**src/rtl/rs_pkg.sv**
```systemverilog
// rtl/rs_pkg.sv - shared Reed-Solomon GF(2^6) constants and FSM state type
package rs_pkg;

    localparam int SYM = 6;
    localparam int K   = 7;
    localparam int P   = 2;

    // x^6 + x + 1
    localparam logic [6:0] GF_POLY = 7'b1000011;

    // g(x) = (x + a)(x + a^2) = x^2 + G1*x + G0
    localparam logic [SYM-1:0] G1 = 6'h06;
    localparam logic [SYM-1:0] G0 = 6'h08;

    typedef enum logic [1:0] {
        IDLE   = 2'd0,
        SHIFT  = 2'd1,
        FINISH = 2'd2
    } state_t;

endpackage

```
**src/rtl/gf64_mul.sv**
```systemverilog
// rtl/gf64_mul.sv - combinational GF(2^6) multiplier reduced by GF_POLY
module gf64_mul
    import rs_pkg::*;
(
    input  logic [SYM-1:0] a,
    input  logic [SYM-1:0] b,
    output logic [SYM-1:0] y
);

    logic [SYM-1:0] acc;
    logic [SYM-1:0] term;

    // Shift-and-add: term walks through a*x^i (reduced), accumulated where b[i] is set
    always_comb begin
        acc  = '0;
        term = a;
        for (int i = 0; i < SYM; i++) begin
            if (b[i]) begin
                acc = acc ^ term;
            end
            term = {term[SYM-2:0], 1'b0} ^ (term[SYM-1] ? GF_POLY[SYM-1:0] : '0);
        end
        y = acc;
    end

endmodule

```
**src/rtl/rs_parity_encoder.sv**
```systemverilog
// rtl/rs_parity_encoder.sv - systematic RS(9,7) parity encoder over GF(2^6)
module rs_parity_encoder
    import rs_pkg::*;
(
    input  logic                   clk,
    input  logic                   resetN,
    input  logic                   start,
    input  logic [K*SYM-1:0]       msg,
    output logic                   busy,
    output logic                   finishFlag,
    output logic [P*SYM-1:0]       parity,
    output logic [(K+P)*SYM-1:0]   codeword
);

    state_t           state;
    state_t           state_next;
    logic             start_d;
    logic             accept;
    logic [K*SYM-1:0] shift_reg;
    logic [K*SYM-1:0] msg_hold;
    logic [SYM-1:0]   r1;
    logic [SYM-1:0]   r0;
    logic [2:0]       idx;
    logic [SYM-1:0]   fb;
    logic [SYM-1:0]   fb_g1;
    logic [SYM-1:0]   fb_g0;

    assign accept = (state == IDLE) && start && !start_d;
    assign fb     = shift_reg[K*SYM-1 -: SYM] ^ r1;
    assign busy   = (state != IDLE);

    gf64_mul u_mul_g1 (
        .a (fb),
        .b (G1),
        .y (fb_g1)
    );

    gf64_mul u_mul_g0 (
        .a (fb),
        .b (G0),
        .y (fb_g0)
    );

    // State register
    always_ff @(posedge clk or negedge resetN) begin
        if (!resetN) begin
            state <= IDLE;
        end else begin
            state <= state_next;
        end
    end

    // Next-state: one accepted start runs K shift steps then a single finish cycle
    always_comb begin
        state_next = IDLE;
        case (state)
            IDLE:    state_next = accept ? SHIFT : IDLE;
            SHIFT:   state_next = (idx == 3'(K-1)) ? FINISH : SHIFT;
            FINISH:  state_next = IDLE;
            default: state_next = IDLE;
        endcase
    end

    // Datapath: message latch, LFSR division by g(x), and result registers
    always_ff @(posedge clk or negedge resetN) begin
        if (!resetN) begin
            start_d    <= 1'b0;
            shift_reg  <= '0;
            msg_hold   <= '0;
            r1         <= '0;
            r0         <= '0;
            idx        <= '0;
            finishFlag <= 1'b0;
            parity     <= '0;
            codeword   <= '0;
        end else begin
            start_d <= start;
            case (state)
                IDLE: begin
                    if (accept) begin
                        shift_reg  <= msg;
                        msg_hold   <= msg;
                        r1         <= '0;
                        r0         <= '0;
                        idx        <= '0;
                        finishFlag <= 1'b0;
                    end
                end
                SHIFT: begin
                    r1        <= r0 ^ fb_g1;
                    r0        <= fb_g0;
                    shift_reg <= {shift_reg[K*SYM-SYM-1:0], {SYM{1'b0}}};
                    idx       <= idx + 3'd1;
                end
                FINISH: begin
                    parity     <= {r1, r0};
                    codeword   <= {msg_hold, r1, r0};
                    finishFlag <= 1'b1;
                end
                default: begin
                end
            endcase
        end
    end

endmodule

```
**config.mk**
```make
export PLATFORM = sky130hd
export DESIGN_NAME = rs_parity_encoder
export DESIGN_NICKNAME = d
export VERILOG_FILES = /design/src/rtl/rs_pkg.sv /design/src/rtl/gf64_mul.sv /design/src/rtl/rs_parity_encoder.sv
export SDC_FILE = /design/constraint.sdc
export NUM_CORES = 1
export LEC_CHECK = 0
export CORE_UTILIZATION = 49
export CTS_BUF_LIST = sky130_fd_sc_hd__clkbuf_4
export CTS_CLUSTER_DIAMETER = 60
export DETAILED_ROUTE_END_ITERATION = 6
export PLACE_DENSITY = 0.84
export RECOVER_POWER = 100
export SLEW_MARGIN = 20
export SYNTH_ARGS = -nofsm -noshare
export SYNTH_HDL_FRONTEND = slang
export SYNTH_SLANG_ARGS = --single-unit
export TNS_END_PERCENT = 30
```
**constraint.sdc**
```tcl
create_clock -name clk -period 1.4 [get_ports clk]
set_input_delay 0.42 -clock clk [delete_from_list [all_inputs] [get_ports clk]]
set_output_delay 0.42 -clock clk [all_outputs]
set_load 0.05 [all_outputs]
```
# Word-level counts from Yosys, hierarchy flattened
# Index checks and enable logic that the tools add are counted.
dict set report totals {
  rom_bits 0
  elab_cells 46
  mem_count 0
  ram_bits 0
  ff_bits 169
  out_inout_bits 68
  latch_bits 0
}
dict set report op_classes {
  div 0
  eq_ne 4
  magnitude_cmp 0
  bitwise_logic 6
  shift 0
  muxes 15
  add_sub_neg 1
  reduce_logical 10
  multipliers 0
}
# operator count
set ops {}
lappend ops {{42-bit case mux with 2 select lines} 1}
lappend ops {{42-bit two-way mux} 1}
lappend ops {{6-bit case mux with 2 select lines} 2}
lappend ops {{6-bit bitwise XOR} 4}
lappend ops {{6-bit by 2-bit bitwise XOR with 6-bit output} 2}
lappend ops {{2-bit two-way mux} 4}
lappend ops {{6-bit two-way mux} 1}
lappend ops {{3-bit case mux with 2 select lines} 1}
lappend ops {{2-bit AND reduction} 3}
lappend ops {{2-bit nonzero test} 3}
lappend ops {{2-bit case mux with 2 select lines} 1}
lappend ops {{3-bit by 1-bit adder with 3-bit output (second input constant)} 1}
lappend ops {{3-bit equality test (second input constant)} 1}
lappend ops {{3-bit two-way mux} 1}
lappend ops {{2-bit by 1-bit equality test with 1-bit output (second input constant)} 1}
lappend ops {{2-bit equality test (second input constant)} 1}
lappend ops {{1-bit logical AND} 2}
lappend ops {{2-bit logical NOT} 1}
lappend ops {{1-bit two-way mux} 2}
lappend ops {{2-bit != test (second input constant)} 1}
lappend ops {{1-bit case mux with 2 select lines} 1}
lappend ops {{1-bit logical NOT} 1}

# Logic depth before layout (Yosys ltp)
dict set report depth {
  depth_word 8
  mapped_depth 5
}

# Hierarchy
# Synthesis repeated with hierarchy kept, for this count alone.
dict set report hier_totals {
  cells_unflattened 620
  area_unflattened_um2 7285.7
}
# mod n_inst cells_each seq_area_each_um2 area_per_inst_um2
set modules_own_cells {}
lappend modules_own_cells {rs_parity_encoder 1 456 3928.8 6187.2}
lappend modules_own_cells {gf64_mul 2 82 0.0 549.3}

# Worst setup path after synthesis
# Ideal clock, no wire load.
dict set report synth_path {
  kind {reg-to-reg}
  from {register state[0]}
  to {register msg_hold[39]}
  arrival_time_ns 1.409
  required_time_ns 1.282
  synth_period_minus_slack_ns 1.527
  setup_slack_ns -0.127
  path_buffers 2
  setup_time_ns 0.118
  path_stages_with_launch 5
  path_cell_list {dfrtp_1 -> or4b_1 -> buf_4 -> buf_6 -> a21o_1}
}
dict set report synth_between {
  elab_chain_len 4
}
# element line_no
set synth_rtl {}
lappend synth_rtl {{start, declared} rs_parity_encoder.sv:15} ;# state_t state;
lappend synth_rtl {{start signal, assigned} rs_parity_encoder.sv:49} ;# state <= state_next;
lappend synth_rtl {{2-bit logical NOT (*)} {rs_parity_encoder.sv:28, rs_parity_encoder.sv:78}}
lappend synth_rtl {{1-bit logical AND (2 in series)} rs_parity_encoder.sv:28} ;# assign accept = (state == IDLE) && start && !start_d;
lappend synth_rtl {{2-bit AND reduction (no line) (*)} n/a}
lappend synth_rtl {{end signal, assigned} rs_parity_encoder.sv:82} ;# msg_hold <= msg;
lappend synth_rtl {{end, declared} rs_parity_encoder.sv:20} ;# logic [K*SYM-1:0] msg_hold;
# Mark *: on every way between the ends. The rest lies on a longest branch, timed or not.
# A chain may end at the register's enable or synchronous reset.

# Worst setup path after layout
dict set report layout_path {
  from {register state[0]}
  to {register idx[1]}
}
dict set report layout_between {
  elab_chain_len 5
}
# element line_no
set layout_rtl {}
lappend layout_rtl {{2-bit logical NOT} {rs_parity_encoder.sv:28, rs_parity_encoder.sv:78}}
lappend layout_rtl {{1-bit logical AND (2 in series)} rs_parity_encoder.sv:28}
lappend layout_rtl {{2-bit != test (no line)} n/a}
lappend layout_rtl {{2-bit AND reduction (no line)} n/a}
lappend layout_rtl {{end signal, assigned} rs_parity_encoder.sv:93} ;# idx <= idx + 3'd1;
lappend layout_rtl {{end, declared} rs_parity_encoder.sv:23} ;# logic [2:0] idx;
# Several ways; a longest one is shown, not always the timed one.

==> flow_summary_export.csv <==
group,metric,value,unit
logic_synthesis,synthCells,453,
logic_synthesis,netlist_area,6320,um^2
timing,final.setup.worst_slack,-0.414,ns
placement,place.detailed.instances,725,
global_route,globalRoute.totalOverflow,0,
finish,final_cells,770,
clocking,ctsLongestPathBuffers,2,
finish,postLayoutCellArea,9010,um^2
setup_path,arrival,2.23,ns
floorplanning,dieHeight,116,um
timing,worst_slew_pin_slew,0.499,ns
pwr,p_leak,4.39,nW
timing,final_max_tran_viols,0,
clocking,insertion_delay,0.55,ns
finish,count_of_nets_after_finishing,633,
floorplanning,start_util,0.501,
placement,place_ws,-0.756,ns
timing,timing.final.crit_period,1.81,ns
clocking,cts_tree,"done",
pwr,ir_drop,1.64,mV
logic_synthesis,main_synth_ff_type,"dfrtp_1",
detailed_routing,wire_per_inst,19.0,um
timing,timing.hold.ws,0.357,ns
floorplanning,floorplan.die_area,13400,um^2
setup_path,critPathKind,"flip-flop to flip-flop",
detailed_routing,detailedRoute.firstIterationViolations,253,
logic_synthesis,synth-seq-cells,157,
detailed_routing,vias,4257,
floorplanning,num_rows,41,
logic_synthesis,synthArstFlopShare,1.00,
timing,post_route_clock_period_utilization,1.30,
detailed_routing,drt.antenna.violating_nets,0,
pwr,power.density_cell_area,2760,nW/um^2
detailed_routing,first_pass_iters,5,
finish,syn_to_final_growth,42.6,%
setup_path,endpoint_kind,"flip-flop",
timing,fmax,551,MHz
setup_path,critPathMaxFanout,57,
global_route,first_pass_grt_wire_length,22600,um
placement,detailedPlacementHpwl,9300,um
floorplanning,fp.coreArea,12600,um^2
finish,layout.cells.most_common,"dfrtp_1",
global_route,pin_count_of_the_biggest_net_entering_global_routing,58,
global_route,vias_in_the_first_global_route,4308,
clocking,clockRootBuffer,"clkbuf_4",
worst_hold_path,holdCritPathClass,"input port to asynchronous set/reset pin",
timing,skew,0.0177,ns
detailed_routing,route.final.wire_length,14700,um
finish,largest_reg_flops,43,
logic_synthesis,mappedNetlistNets,500,
logic_synthesis,synth.avg_cell_area,14.0,um^2
job,timing.max_cap.violations,0,
logic_synthesis,yosysUniqueCellTypes,28,
timing,final-setup-viol-count,223,
global_route,global_route.usage.total,0.228,
timing,timing.slew.headroom,0.668,
clocking,cts.clk_slew.worst_paths,0.12,ns
detailed_routing,drc_errors_left,0,
detailed_routing,route.detailed.vias_per_inst,5.53,
logic_synthesis,synth.yosys.seq_area_share,0.622,
global_route,antenna_found_initial,0,
outcome,result_of_the_run,"complete, but fails checks",
timing,setup_repair_after_global_routing_missed_its_margin,"yes",
setup_path,worstPathRequired,1.81,ns
clocking,cts_made_buffers,17,
outcome,failed_checks,"setup timing",
placement,placement.io_buffers,112,
setup_path,crit_path_start_kind,"flip-flop",
floorplanning,die_w,116,um
finish,n_antenna_cell,0,
finish,layout.cells.most_common_list,"145 x dfrtp_1, 77 x buf_12, 54 x mux2_2",
placement,placed_area,8370,um^2
logic_synthesis,synth_edf_count,0,
timing,report.final.hold_viol_count,0,
logic_synthesis,yosysWarningCount,0,
floorplanning,floorplan.io_pins,113,
finish,drive_gt1_frac,0.366,
placement,finalWeightedCongestion,0.770,
clocking,clock_tree.htree_level_count,4,
clocking,clock_sink_count,157,
repair_timing:
item | 4_1_cts | 5_1_grt
hold endpoints to repair | 157 | 0
pin swaps | 3 | 7
setup buffers | 3 | 4
gates resized for setup | 27 | 14
cloned | 4 | 3
hold buffers | 1 | 0
setup endpoints to repair | 223 | 223
synthesized netlist by cell type (2+ instances only):
cell type | number | area share
dfrtp_1 | 157 | 0.62
mux2_2 | 54 | 0.096
a21o_1 | 36 | 0.043
a221o_1 | 36 | 0.057
and2_1 | 36 | 0.036
nand2_1 | 32 | 0.019
nand3_1 | 20 | 0.016
buf_4 | 14 | 0.017
o21ai_0 | 13 | 0.010
buf_2 | 9 | 0.0071
clkbuf_1 | 9 | 0.0053
buf_6 | 8 | 0.014
xnor2_1 | 7 | 0.0097
xor3_1 | 4 | 0.015
xnor3_1 | 3 | 0.011
ha_1 | 2 | 0.0040
nand2b_1 | 2 | 0.0020
cells by family after synthesis:
logic type,share of synthesized area
flops,0.622
fa+ha+maj,0.00396
buf+inv,0.0440
xor+xnor,0.0394
mux,0.0962
simple gates,0.0834
compound gates,0.111
where the power goes:
group | total (mW) | leakage (nW) | internal (mW) | switching (mW)
Combinational | 13.2 | 2.24 | 7.12 | 6.05
Clock | 3.21 | 0.180 | 1.60 | 1.61
Sequential | 8.48 | 1.97 | 6.57 | 1.91
metal layers:
metal,share of wire,vias up,GRT usage
met4,0.027,0,0.0926
met3,0.055,35,0.0581
met1,0.42,2178,0.301
met2,0.50,166,0.363
met5,0,-,0
li1,-,1878,-
worst max-delay path: stages (launching register included):
cell and delay (ns):
dfrtp_1 0.41, buf_6 0.12, or4b_2 0.67, buf_12 0.24, nand3_1 0.13, o21ai_0 0.11
per-stage QoR:
stage                     power (mW)  setup TNS (ns)  utilization
after floorplan                 15.2           -7.83            -
after global placement          20.3          -71.20        0.663
after detailed placement        20.7          -77.61        0.663
after CTS                       24.8          -53.66        0.709
after global routing            26.0          -61.24        0.714
final                           24.9          -49.85        0.714
cell type report:
class,count,area (um^2)
fill,824,3610
clock buffer,17,128
inverter,1,3.75
sequential,157,3940
clock inverter,14,215
tap,172,215
multi-input combinational,255,2150
timing repair buffer,154,2360
worst paths after layout:
| path | cells past startpoint | endpoint | startpoint | slack, ns |
|---|---|---|---|---|
| max | 5 | idx[1]$_DFFE_PN0P_ | state[0]$_DFF_PN0_ | -0.41 |
| min | 2 | codeword[23]$_DFFE_PN0P_ | resetN | 0.36 |
| max reg2reg | 5 | idx[1]$_DFFE_PN0P_ | state[0]$_DFF_PN0_ | -0.41 |
| min reg2reg | 1 | msg_hold[32]$_DFFE_PN0P_ | msg_hold[32]$_DFFE_PN0P_ | 0.49 |
| max in group asynchronous | 3 | parity[0]$_DFFE_PN0P_ | resetN | 0.10 |
| min in group clk | 3 | shift_reg[2]$_DFFE_PN0P_ | msg[2] | 0.44 |
(Power assumes the default switching activity.)
